`config.mk`:
```
export PLATFORM = sky130hd
export DESIGN_NAME = bsg_wormhole_gather
export DESIGN_NICKNAME = d
export VERILOG_FILES = /design/src/rtl/bsg_wormhole_gather.sv
export SDC_FILE = /design/constraint.sdc
export NUM_CORES = 1
export LEC_CHECK = 0
export ABC_CLOCK_PERIOD_IN_PS = 2950
export BUFFER_PORTS_ARGS = -buffer_cell sky130_fd_sc_hd__buf_2
export CAP_MARGIN = 20
export CELL_PAD_IN_SITES_DETAIL_PLACEMENT = 2
export CELL_PAD_IN_SITES_GLOBAL_PLACEMENT = 2
export CORE_ASPECT_RATIO = 1.2
export CORE_MARGIN = 5
export CORE_UTILIZATION = 35
export CTS_CLUSTER_SIZE = 20
export DETAILED_ROUTE_END_ITERATION = 8
export PLACE_DENSITY = 0.77
export SLEW_MARGIN = 20
export SYNTH_ARGS = -nofsm -noshare
export SYNTH_HDL_FRONTEND = slang
export SYNTH_SLANG_ARGS = --single-unit
```
`constraint.sdc`:
```
create_clock -name clk_i -period 2.95 [get_ports clk_i]
set_clock_uncertainty 0.05 [all_clocks]
set_input_delay 0.1475 -clock clk_i [delete_from_list [all_inputs] [get_ports clk_i]]
set_output_delay 0.1475 -clock clk_i [all_outputs]
set_load 0.02 [all_outputs]
```
`src/rtl/bsg_wormhole_gather.sv`:
```
// 2-to-1 wormhole merge toward the chain root; input 1 headers get coordinate+1 (hop count).
// Define BSG_WORMHOLE_GATHER_LOCAL_PRIO_EN for fixed local (input 0) priority instead of round-robin.
module bsg_wormhole_gather #(
  parameter int unsigned flit_width_p = 16,
  parameter int unsigned len_width_p  = 4,
  parameter int unsigned cord_width_p = 4
) (
  input  logic                         clk_i,
  input  logic                         reset_i,
  input  logic [1:0]                   v_i,
  input  logic [1:0][flit_width_p-1:0] data_i,
  output logic [1:0]                   ready_and_o,
  output logic                         v_o,
  output logic [flit_width_p-1:0]      data_o,
  input  logic                         ready_and_i
);

  localparam logic [cord_width_p-1:0] cord_ovf_lp = {cord_width_p{1'b1}} - cord_width_p'(1);

  typedef enum logic {e_idle, e_busy} state_e;

  state_e                   state_q, state_d;
  logic                     sel_q, sel_d;
  logic [len_width_p-1:0]   cnt_q, cnt_d;
`ifdef BSG_WORMHOLE_GATHER_LOCAL_PRIO_EN
`else
  logic                     last_grant_q, last_grant_d;
`endif

  logic                     grant;
  logic [len_width_p-1:0]   hdr_len;
  logic [cord_width_p-1:0]  hdr_cord;
  logic                     enq, deq;
  logic [flit_width_p-1:0]  enq_data;

  logic [1:0][flit_width_p-1:0] mem_q;
  logic                         wr_ptr_q, rd_ptr_q, full_q, empty_q;

  // Header arbitration between the two inputs
  always_comb begin
    grant = v_i[1];
`ifdef BSG_WORMHOLE_GATHER_LOCAL_PRIO_EN
    if (v_i == 2'b11) grant = 1'b0;
`else
    if (v_i == 2'b11) grant = ~last_grant_q;
`endif
    hdr_len  = data_i[grant][cord_width_p +: len_width_p];
    hdr_cord = data_i[grant][cord_width_p-1:0];
  end

  // Packet lock FSM, input handshake and header rewrite
  always_comb begin
    state_d     = state_q;
    sel_d       = sel_q;
    cnt_d       = cnt_q;
`ifdef BSG_WORMHOLE_GATHER_LOCAL_PRIO_EN
`else
    last_grant_d = last_grant_q;
`endif
    ready_and_o = 2'b00;
    enq         = 1'b0;
    enq_data    = data_i[sel_q];
    case (state_q)
      e_idle: begin
        enq_data = data_i[grant];
        if (grant) enq_data[cord_width_p-1:0] = hdr_cord + cord_width_p'(1);
        if (|v_i) begin
          ready_and_o[grant] = ~full_q;
          enq                = ~full_q;
        end
        if (enq) begin
`ifdef BSG_WORMHOLE_GATHER_LOCAL_PRIO_EN
`else
          last_grant_d = grant;
`endif
          if (hdr_len != '0) begin
            state_d = e_busy;
            sel_d   = grant;
            cnt_d   = hdr_len;
          end
        end
      end
      e_busy: begin
        ready_and_o[sel_q] = ~full_q;
        enq                = v_i[sel_q] & ~full_q;
        if (enq) begin
          cnt_d = cnt_q - len_width_p'(1);
          if (cnt_q == len_width_p'(1)) state_d = e_idle;
        end
      end
      default: state_d = e_idle;
    endcase
  end

  always_ff @(posedge clk_i or posedge reset_i) begin
    if (reset_i) begin
      state_q <= e_idle;
      sel_q   <= 1'b0;
      cnt_q   <= '0;
`ifdef BSG_WORMHOLE_GATHER_LOCAL_PRIO_EN
`else
      last_grant_q <= 1'b1;
`endif
    end else begin
      state_q <= state_d;
      sel_q   <= sel_d;
      cnt_q   <= cnt_d;
`ifdef BSG_WORMHOLE_GATHER_LOCAL_PRIO_EN
`else
      last_grant_q <= last_grant_d;
`endif
    end
  end

  // Two-entry output FIFO; full/empty are registered so ready never sees ready_and_i
  assign deq    = ~empty_q & ready_and_i;
  assign v_o    = ~empty_q;
  assign data_o = mem_q[rd_ptr_q];

  always_ff @(posedge clk_i or posedge reset_i) begin
    if (reset_i) begin
      wr_ptr_q <= 1'b0;
      rd_ptr_q <= 1'b0;
      full_q   <= 1'b0;
      empty_q  <= 1'b1;
    end else begin
      if (enq) wr_ptr_q <= ~wr_ptr_q;
      if (deq) rd_ptr_q <= ~rd_ptr_q;
      if (enq && !deq) begin
        full_q  <= (~wr_ptr_q == rd_ptr_q);
        empty_q <= 1'b0;
      end else if (deq && !enq) begin
        empty_q <= (~rd_ptr_q == wr_ptr_q);
        full_q  <= 1'b0;
      end
    end
  end

  always_ff @(posedge clk_i) begin
    if (enq) mem_q[wr_ptr_q] <= enq_data;
  end

  // Flag a downstream header whose increment lands on the reserved all-ones coordinate
  always @(posedge clk_i) begin
    if (!reset_i && enq && (state_q == e_idle) && grant)
      assert (hdr_cord != cord_ovf_lp)
        else $warning("bsg_wormhole_gather: coordinate overflow, forwarding reserved all-ones coordinate");
  end

endmodule
```
**Word level (Yosys, flattened, before mapping)**

Index checks and enable logic that the tools add are counted.

- Register bits: 43
- Bits of input ports: 37
- Output and inout bits: 19
- Logic and storage cells: 85

- Add/subtract/negate cells: 2
- Order comparisons: 7
- Eq/ne operators: 7
- Muxes and demuxes: 36
- Bitwise gates (word level): 10
- Reductions and logical operators: 13

Operator list:

| operator | number |
|---|---|
| two-way mux 16 bit | 8 |
| bitwise mux 32 bit | 1 |
| demux 16 bit (select 1 bit) | 1 |
| two-way mux 4 bit | 4 |
| two-way mux 1 bit | 15 |
| < comparator 1 x 2 -> 1 bit, second input constant | 4 |
| one-hot mux 4 bit (2 select lines) | 1 |
| inverter 1 bit | 6 |
| AND reduction 3 bit | 2 |
| logical AND 1 bit | 5 |
| adder 4 x 1 -> 4 bit, second input constant | 1 |
| AND 2 bit | 2 |
| equality test 4 x 1 -> 1 bit, second input constant | 1 |
| inequality test 2 bit, second input constant | 2 |
| one-hot mux 1 bit (2 select lines) | 2 |
| one-hot mux 2 bit (2 select lines) | 1 |
| nonzero test 4 bit | 1 |
| subtractor 4 x 1 -> 4 bit, second input constant | 1 |
| >= comparator 1 bit, second input constant | 3 |
| AND 1 bit | 2 |
| demux 1 bit (select 1 bit) | 2 |
| equality test 1 bit | 2 |
| equality test 2 bit, second input constant | 1 |
| zero test 1 bit | 2 |
| 5 further kinds | 5 |

**Depth between registers and ports, before layout**

Gate-level depths: netlist (run 1).

- Word-level depth: 9
- Gate-level depth with buffers: 7

**Least setup slack after synthesis (run 1)**

No wires, ideal clock.

- Path kind: register to register
- From: register state_q
- To: register mem_q[0] (netlist bit), enable pin
- Setup time: 0.390 ns
- Data arrival time: 1.842 ns
- Required time: 2.510 ns
- Setup slack: 0.668 ns
- Stages on the path, launching flop included: 6
- Buffers on the path: 1
- Period minus slack after synthesis: 2.282 ns
- Path through: dfrtp_1 buf_2 nor2_1 o21ai_0 o21ai_0 nor2b_1

- Cells in the longest elaborated chain, start to end: 2

Ends and longest elaborated chain:

| what | RTL line | source |
|---|---|---|
| start, declared | 22 | `state_e state_q, state_d;` |
| start signal, assigned | 97 | `state_q <= e_idle;` |
| start signal, assigned | 105 | `state_q <= state_d;` |
| inverter 1 bit (no source line) | -- |  |
| one-hot mux 1 bit (2 select lines) (*) | 63 | `case (state_q)` |
| named net enq | 33 | `logic enq, deq;` |
| end signal, assigned by index | 140 | `if (enq) mem_q[wr_ptr_q] <= enq_data;` |
| end, declared | 36 | `logic [1:0][flit_width_p-1:0] mem_q;` |

The timed path passes the listed nets; every way through them passes the cells marked *.
A chain may end at the register's enable or synchronous reset.

**Worst setup path after layout (run 1)**

- From: register state_q
- To: register mem_q[5] (netlist bit), enable pin

Same word-level chain as after synthesis.

==> results of run 1 <==
## synth_stat cells (all sizes together)
cell type  count  area, sq um
mux2i          8        83.83
inv            4        15.01
a21boi         1        18.77
nor2b          1        6.260
a211o          1        8.760
edfxtp        32        960.9
nor3           2        10.01
xor2           2        17.52
nand3          2        10.01
a221o          1        10.01
a21oi          2        21.27
clkbuf         1        3.750
and2           1        6.260
mux2          37        416.7
a22o           1        8.760
o221a          1        11.26
a31oi          1        6.260
nand2b         2        12.51
xnor2          4        35.03
nor2           5        18.77
or4b           1        10.01
o21a           2        15.01
o22ai          1        6.260
buf            6        41.28
ha             3        37.54
nor4           2        12.51
nand2         14        52.55
dfrtp          9        225.2
dfstp          2        52.55
o21ai         12        60.06
## cell families (layout without fill, tap and decap cells)
logic type	count (synthesis)	in the layout	share of synthesized area [%]
muxes	45	45	22.81
DFF	43	43	56.44
and+or+nand+nor	30	30	6.329
xor gates and xnor gates	6	6	2.395
buffers and inverters	11	72	2.736
adders and majority gates	3	3	1.711
AOI/OAI and AO/OA	23	23	7.583
## metrics by stage
step / util, % / hold slack [ns] / area, sq um / setup slack, ns / power (mW)
3_3_place_gp: 42.00 / 0.1347 / 2557 / 0.8395 / 2.464
5_1_grt: 44.34 / 0.05851 / 2700 / 0.5047 / 3.227
6_report: 44.34 / 0.05652 / 2700 / 0.6744 / 3.031
3_5_place_dp: 42.00 / 0.1482 / 2557 / 0.7381 / 2.523
2_1_floorplan: - / -0.05149 / 2195 / 0.6676 / 2.092
4_1_cts: 44.34 / 0.04699 / 2700 / 0.6596 / 3.090
## power breakdown
group | switching [mW] | total [mW] | internal [mW]
registers | 0.189 | 1.17 | 0.985
clock network | 0.202 | 0.540 | 0.338
logic | 0.733 | 1.32 | 0.584
## metal layers
metal	share of wire, %	global-route usage (%)
met5	0	0
met4	1.2	4.987
met3	5.9	3.439
met2	51	24.44
met1	42	17.46
## how the worst min path moves through the flow
stage	from	end	slack, ns	cells past startpoint
after floorplan	reset_i	cnt_q[0]	-0.05	1
after global placement	reset_i	cnt_q[0]	0.13	2
after detailed placement	reset_i	cnt_q[0]	0.15	2
after CTS	v_i[0]	last_grant_q	0.05	2
after global routing	v_i[0]	last_grant_q	0.06	2
final	v_i[0]	last_grant_q	0.06	2
## worst max-delay path, cell delays in order, from the launching register on
cell	delay (ns)
dfrtp_1	0.74
nand2b_1	0.22
o21ai_0	0.49
nor2b_1	0.20
buf_4	0.26
## registers in the layout (all words and copies together), names as in the netlist
signal        count
mem_q            32
cnt_q             4
state_q           1
full_q            1
rd_ptr_q          1
sel_q             1
last_grant_q      1
empty_q           1
wr_ptr_q          1
## layout make-up
type / count / area share, %
Clock buffer: 6 / 2.688
Clock inverter: 2 / 2.224
Inverter: 4 / 0.5561
Multi-Input combinational cell: 107 / 33.18
Sequential cell: 43 / 45.88
Tap cell: 82 / 3.800
Timing Repair Buffer: 60 / 11.68
==> run metrics, run 1 <==
Hold Fails Final Rpt=0; DR DRC count=0; setup TNS=0 ns; VDD IR max=0.0002923 V; Clock Sink Count=43; Post-Syn Instances=161; Mapped Nets=201; DR pass1 iterations=4; Worst R2R Start=state_q; WL final=5.420 mm; CP Data Required Time=2.89 ns; CTS root buffer=clkbuf_8; CTS tree=built; largest net degree at the start of global routing=21; pwr dens=1123 nW/um^2; Unique masters post-synth=34; Finished Layout Cells=304; share of cells above drive strength 1=49.55%; commonest non-fill, non-tap cell in the layout=buf_2; H-tree depth=2; Placer Congestion=0.7457; Die Width=82.29 um; core outline area=6090 sq um; Ys Warns=0; FF+latch area=1239 sq um; Routed wire per std cell=17.83 um; Crit. End Element=flip-flop; RR Endpoint=mem_q[5]; grt total ovfl=0; Post-Syn Area=2195 sq um; placed instance count=295; footprint of the multi-input gates=895.9 sq um; clock buffer depth=2; Max Fclk=0.4394 GHz; Post-CTS Resized=0; Critical Path Source=state_q; Routed Antenna Nets=0; Worst-path clk slew=0.08 ns; crit path to=mem_q[5]; Slew HR=47.86%; Die ar.=7960 sq um; status=complete, no violations; Final min period=2.276 ns; Reg2Reg Depth=4; # Post-CTS Setup Buffers=0; IO Count=56; Antenna diodes=0; number of global-route vias before repair=1708; Fill cells=639; via/cell ratio=5.000; DRT iter0 DRCs=30; final worst path period share=77.14%; Critical Path AT=2.22 ns; Slew Limit Fails=0; FF+latch count, synth=43; Pleak=1.098 nW; CTS buffer count=5; final setup fails=0; HPWL Detailed=4.125 mm; number of max-cap violations=0; RSZ-0062 raised after global routing=no; cts hold-fix bufs=1; Starting Density=36.04%; die height=96.74 um; post-synthesis average cell area=13.63 sq um; Tot GR Track Use=14.45%; Crit Path Max Fanout=20; Worst setup SP type=flip-flop; Buffers on Ports=55; initial antenna violation count=0; Clock Latency Late Sink=0.30 ns; Area growth, synth to finish=23.03%; Core Rows=31; routed vias=1520; Hold Crit Class=input pin to flip-flop; sequential fraction of the synthesis area=56.44%; most frequent cells in the layout=buf_2, mux2_2, edfxtp_1; Nets=261; Worst R2R Setup Slack=0.67 ns; CP Class=flip-flop to flip-flop; first-pass GRT wire length=8.735 mm; Least-Margin Pin Slew=0.7822 ns
(Power assumes the default switching activity.)
==> run 2: changes to the inputs <==
--- a/config.mk
+++ b/config.mk
@@ -5,7 +5,7 @@
 export SDC_FILE = /design/constraint.sdc
 export NUM_CORES = 1
 export LEC_CHECK = 0
-export ABC_CLOCK_PERIOD_IN_PS = 2950
+export ABC_CLOCK_PERIOD_IN_PS = 2200
 export BUFFER_PORTS_ARGS = -buffer_cell sky130_fd_sc_hd__buf_2
 export CAP_MARGIN = 20
 export CELL_PAD_IN_SITES_DETAIL_PLACEMENT = 2
==> constraint.sdc (replaced) <==
create_clock -name clk_i -period 2.2 [get_ports clk_i]
set_clock_uncertainty 0.05 [all_clocks]
set_input_delay 0.11 -clock clk_i [delete_from_list [all_inputs] [get_ports clk_i]]
set_output_delay 0.11 -clock clk_i [all_outputs]
set_load 0.02 [all_outputs]
==> run 2 against run 1 <==
Compared with the run above:
- register-to-register slack lost 0.53 ns
- clock-buffer cell count is the same
- wire length increased by 6.8%
- worst setup slack lost 0.53 ns
- non-clock buffer count increased by 3
- sequential share of layout area down 0.83 points
- fmax rose by 11%
- critical path depth increased by 1
- via count grew 1.4%
- sequential power up 32%
- combinational power grew 47%
- total power rose by 39%
- critical path type unchanged
- largest cell class unchanged
==> run metrics, run 2 (synthesis gave the netlist of run 1 again) <==
Pleak=1.120 nW; number of max-cap violations=0; Tot GR Track Use=15.22%; Hold Crit Class=input pin to flip-flop; Worst path most repeated cell=o21ai_0; Worst Hold End=last_grant_q; VDD IR max=0.0005072 V; die height=96.74 um; Slew Limit Fails=0; Die Width=82.29 um; Hold Fails Final Rpt=0; Antenna diodes=0; CTS tree=built; Placer Congestion=0.7676; core outline area=6090 sq um; Largest regs=mem_q (32), cnt_q (4); final setup fails=0; status=complete, no violations; CTS buffer count=5; Clock Latency Late Sink=0.29 ns; Nets=264; # Post-CTS Setup Buffers=0; via/cell ratio=5.023; Worst R2R Setup Slack=0.14 ns; RSZ-0062 raised after global routing=no; H-tree depth=2; Max Fclk=0.4865 GHz; CTS root buffer=clkbuf_8; Area growth, synth to finish=25.31%; post-route cell area=2750 sq um; delay-heaviest family, CP=simple AND/OR/NAND/NOR gates; Starting Density=36.04%; Clock Sink Count=43; largest net degree at the start of global routing=18; grt total ovfl=0; pwr dens=1527 nW/um^2; first-pass GRT wire length=9.045 mm; RR Endpoint=mem_q[2]; Routed wire per std cell=18.86 um; most frequent cells in the layout=buf_2, mux2_2, edfxtp_1; critical path, cell by cell=nor2_1 -> o21ai_0 -> o21ai_0 -> nor2b_2 -> buf_12; WHS Path Cells=2; Tot Pwr=4.199 mW; buffers plus inverters on the worst setup path=1; CP Class=flip-flop to flip-flop; Slew HR=53.85%; Routed Antenna Nets=0; routed vias=1542; share of cells above drive strength 1=50.67%; Buffers on Ports=55; Reg2Reg Depth=5; Die ar.=7960 sq um; final worst path period share=93.42%; Least-Margin Pin Slew=0.6923 ns; Post-CTS Resized=0; CP Data Required Time=2.15 ns; setup TNS=0 ns; IO Count=56; Crit Path Max Fanout=16; Core Rows=31; DRT iter0 DRCs=40; max FFs per register=32; Largest Register=mem_q; dpl cell area=2608 sq um; Worst setup SP type=flip-flop; WL final=5.791 mm; Crit. End Element=flip-flop; Core Util, Final=45.16%; HPWL Detailed=4.623 mm; Worst-path clk slew=0.08 ns; clock buffer depth=2; commonest non-fill, non-tap cell in the layout=buf_2; Final min period=2.055 ns; max incr delay on CP=0.51 ns; number of global-route vias before repair=1785; initial antenna violation count=0; DR DRC count=0; Worst R2R Start=state_q; hold path start=v_i[0]; Critical Path AT=2.01 ns; slowest cell on the critical path=dfrtp_1; DR pass1 iterations=3
-- run 2: cell count changes in the layout (fill, tap and decap cells not counted), sizes merged --
cell	change
buf	+3
-- run 2: worst max-delay path by stage --
stage	startpoint	to	slack [ns]	cells after the start
2_1_floorplan	state_q	mem_q[0]	0.19	5
4_1_cts	state_q	mem_q[12]	0.12	5
5_1_grt	state_q	mem_q[3]	0.0004	5
3_3_place_gp	state_q	mem_q[15]	0.29	5
3_5_place_dp	state_q	mem_q[3]	0.15	5
6_report	state_q	mem_q[2]	0.14	5
-- run 2: report_power, final --
part	internal, mW	switching [mW]
registers	1.32	0.217
clock network	0.454	0.263
logic	0.868	1.08
total	2.64	1.56
-- run 2: layer usage --
layer | GRT usage, % | wire, um | up-vias
met2 | 27.22 | 3109 | 47
met4 | 4.731 | 100 | 0
li1 | - | - | 725
met3 | 3.439 | 301 | 11
met1 | 17.35 | 2279 | 759
met5 | 0 | 0 | -
-- run 2: timing repair --
action                     in CTS  in global routing
setup endpoints to repair       0                  0
hold endpoints to repair        9                  0
hold buffers                    1                  0
-- run 2: per-stage QoR --
step                      instances  setup slack (ns)  hold WS [ns]
after CTS                       307            0.1213       0.01172
after global routing            307         0.0003704       0.01663
after floorplan                 161            0.1893      -0.08899
after global placement          298            0.2871       0.08750
final                           307            0.1447       0.02715
after detailed placement        298            0.1545       0.09681
-- run 2: area by class of cell --
type	count	area, sq um
Fill cell	634	3339
Sequential cell	43	1239
Multi-Input combinational cell	107	898.4
Timing Repair Buffer	63	362.8
Tap cell	82	102.6
Clock buffer	6	72.57
Clock inverter	2	60.06
Inverter	4	15.01
==> run 3: changes to the inputs <==
--- a/config.mk
+++ b/config.mk
@@ -12,10 +12,11 @@
 export CELL_PAD_IN_SITES_GLOBAL_PLACEMENT = 2
 export CORE_ASPECT_RATIO = 1.2
 export CORE_MARGIN = 5
-export CORE_UTILIZATION = 35
+export CORE_UTILIZATION = 36
+export CTS_BUF_LIST = sky130_fd_sc_hd__clkbuf_4
 export CTS_CLUSTER_SIZE = 20
 export DETAILED_ROUTE_END_ITERATION = 8
-export PLACE_DENSITY = 0.77
+export PLACE_DENSITY = 0.79
 export SLEW_MARGIN = 20
 export SYNTH_ARGS = -nofsm -noshare
 export SYNTH_HDL_FRONTEND = slang
==> run 3 against run 2 <==
Compared with the run above:
- clock-buffer cell count unchanged
- non-clock buffer count grew 6
- final cell count rose by 2.0%
- combinational power increased by 4%
- worst hold slack worse by 0.016 ns
- total power is 1.7% lower
- design area up 0.73%
- critical path type is now flip-flop to primary output
- largest power group unchanged
- critical endpoint is now ready_and_o[1]
- fmax rose by 2.0%
- wire length shrank 0.31%
- critical path depth stayed put
- die area fell by 2.5%
==> run metrics, run 3 (synthesis gave the netlist of run 1 again) <==
share of cells above drive strength 1=51.95%; CTS root buffer=clkbuf_4; placed instance count=298; clock buffer depth=2; dpl cell area=2608 sq um; Slew HR=69.07%; Least-Margin Pin Slew=0.4634 ns; Hold Crit Class=input pin to flip-flop; die height=95.53 um; final worst path period share=91.56%; RSZ-0062 raised after global routing=no; max FFs per register=32; core outline area=5973 sq um; Routed wire per std cell=18.44 um; DRT iter0 DRCs=66; worst slack, placed=0.2248 ns; Max Fclk=0.4964 GHz; Worst setup SP type=flip-flop; VDD IR max=0.0005839 V; Critical Path AT=1.85 ns; Core Rows=31; Starting Density=36.74%; CTS tree=built; Routed Antenna Nets=0; H-tree depth=2; first-pass GRT wire length=9.114 mm; number of max-cap violations=0; WHS Path Cells=3; CTS buffer count=5; footprint of the multi-input gates=898.4 sq um; status=complete, no violations; Largest regs=mem_q (32), cnt_q (4); Clock Latency Late Sink=0.35 ns; routed vias=1563; Finished Layout Cells=313; number of global-route vias before repair=1678; Core Util, Final=46.38%; DR pass1 iterations=4; Final min period=2.014 ns; Tot GR Track Use=15.90%; Crit. End Element=primary output; post-route cell area=2770 sq um; setup TNS=0 ns; Die Width=81.28 um; CP Class=flip-flop to primary output; Slew Limit Fails=0; Clock Sink Count=43; IO Count=56; Hold Fails Final Rpt=0; FF+latch area=1239 sq um; final setup fails=0; pwr dens=1490 nW/um^2; Fill cells=630; HPWL Detailed=4.455 mm; commonest non-fill, non-tap cell in the layout=buf_2; Die ar.=7764 sq um; DR DRC count=0; WL final=5.773 mm; Crit Path Max Fanout=11; Antenna diodes=0; Buffers on Ports=55; Placer Congestion=0.7374; grt total ovfl=0; via/cell ratio=4.994; Pleak=1.140 nW; Reg2Reg Depth=4; largest net degree at the start of global routing=19; most frequent cells in the layout=buf_2, mux2_2, edfxtp_1; Nets=270; Largest Register=mem_q; Area growth, synth to finish=26.23%; Final WS setup=0.1857 ns; Worst-path clk slew=0.13 ns; initial antenna violation count=0; CP Data Required Time=2.04 ns
## run 3: cell count changes in the layout (fill, tap and decap cells not counted), sizes merged
cell | before | now
dlygate4sd3 | 1 | 2
buf | 62 | 67
## run 3: final timing paths
path / startpoint / end / slack [ns]
min in group asynchronous: reset_i / full_q / 0.23
hold / removal: ready_and_i / rd_ptr_q / 0.01
max in group asynchronous: reset_i / last_grant_q / 1.52
hold reg to reg: wr_ptr_q / wr_ptr_q / 0.52
setup reg to reg: state_q / mem_q[31] / 0.22
setup / recovery: state_q / ready_and_o[1] / 0.19
## run 3: cell type report
cell class,instances,share of cell area (%)
flip-flops and latches,43,44.72
multi-input cells,107,32.43
repair buffers,69,14.81
well taps,82,3.704
clock inverters,2,2.168
clock buffers,6,1.626
inverters,4,0.5420
## run 3: repair_timing
action,4_1_cts,5_1_grt
gates resized for setup,0,1
hold endpoints to repair,10,0
hold buffers,2,0
setup buffers,0,5
setup endpoints to repair,0,17
## run 3: report_power, final
group	internal [mW]	switching, mW	leakage, nW
clock	0.367	0.260	0.0559
combinational	0.889	1.13	0.659
sequential	1.32	0.158	0.426
total	2.58	1.55	1.14
## run 3: per-layer routing
| layer | part of all wire [%] | routed length, um | track usage [%] |
|---|---|---|---|
| met1 | 41 | 2374 | 18.68 |
| met2 | 53 | 3031 | 28.80 |
| met3 | 5.3 | 306 | 3.781 |
| met4 | 1.1 | 61 | 3.803 |
| met5 | 0 | 0 | 0 |
## run 3: stage by stage
step / hold slack (ns) / power [mW]
floorplan: -0.08899 / 2.808
global placement: 0.1009 / 3.404
detailed placement: 0.09140 / 3.520
CTS: 0.001084 / 4.162
global route: 0.006825 / 4.390
finish: 0.01125 / 4.127
## run 3: critical path: stages, from the launching register on
cell and delay (ns):
dfrtp_1 0.52, buf_4 0.25, mux2i_1 0.31, buf_4 0.21
nor2_1 0.05, buf_2 0.16
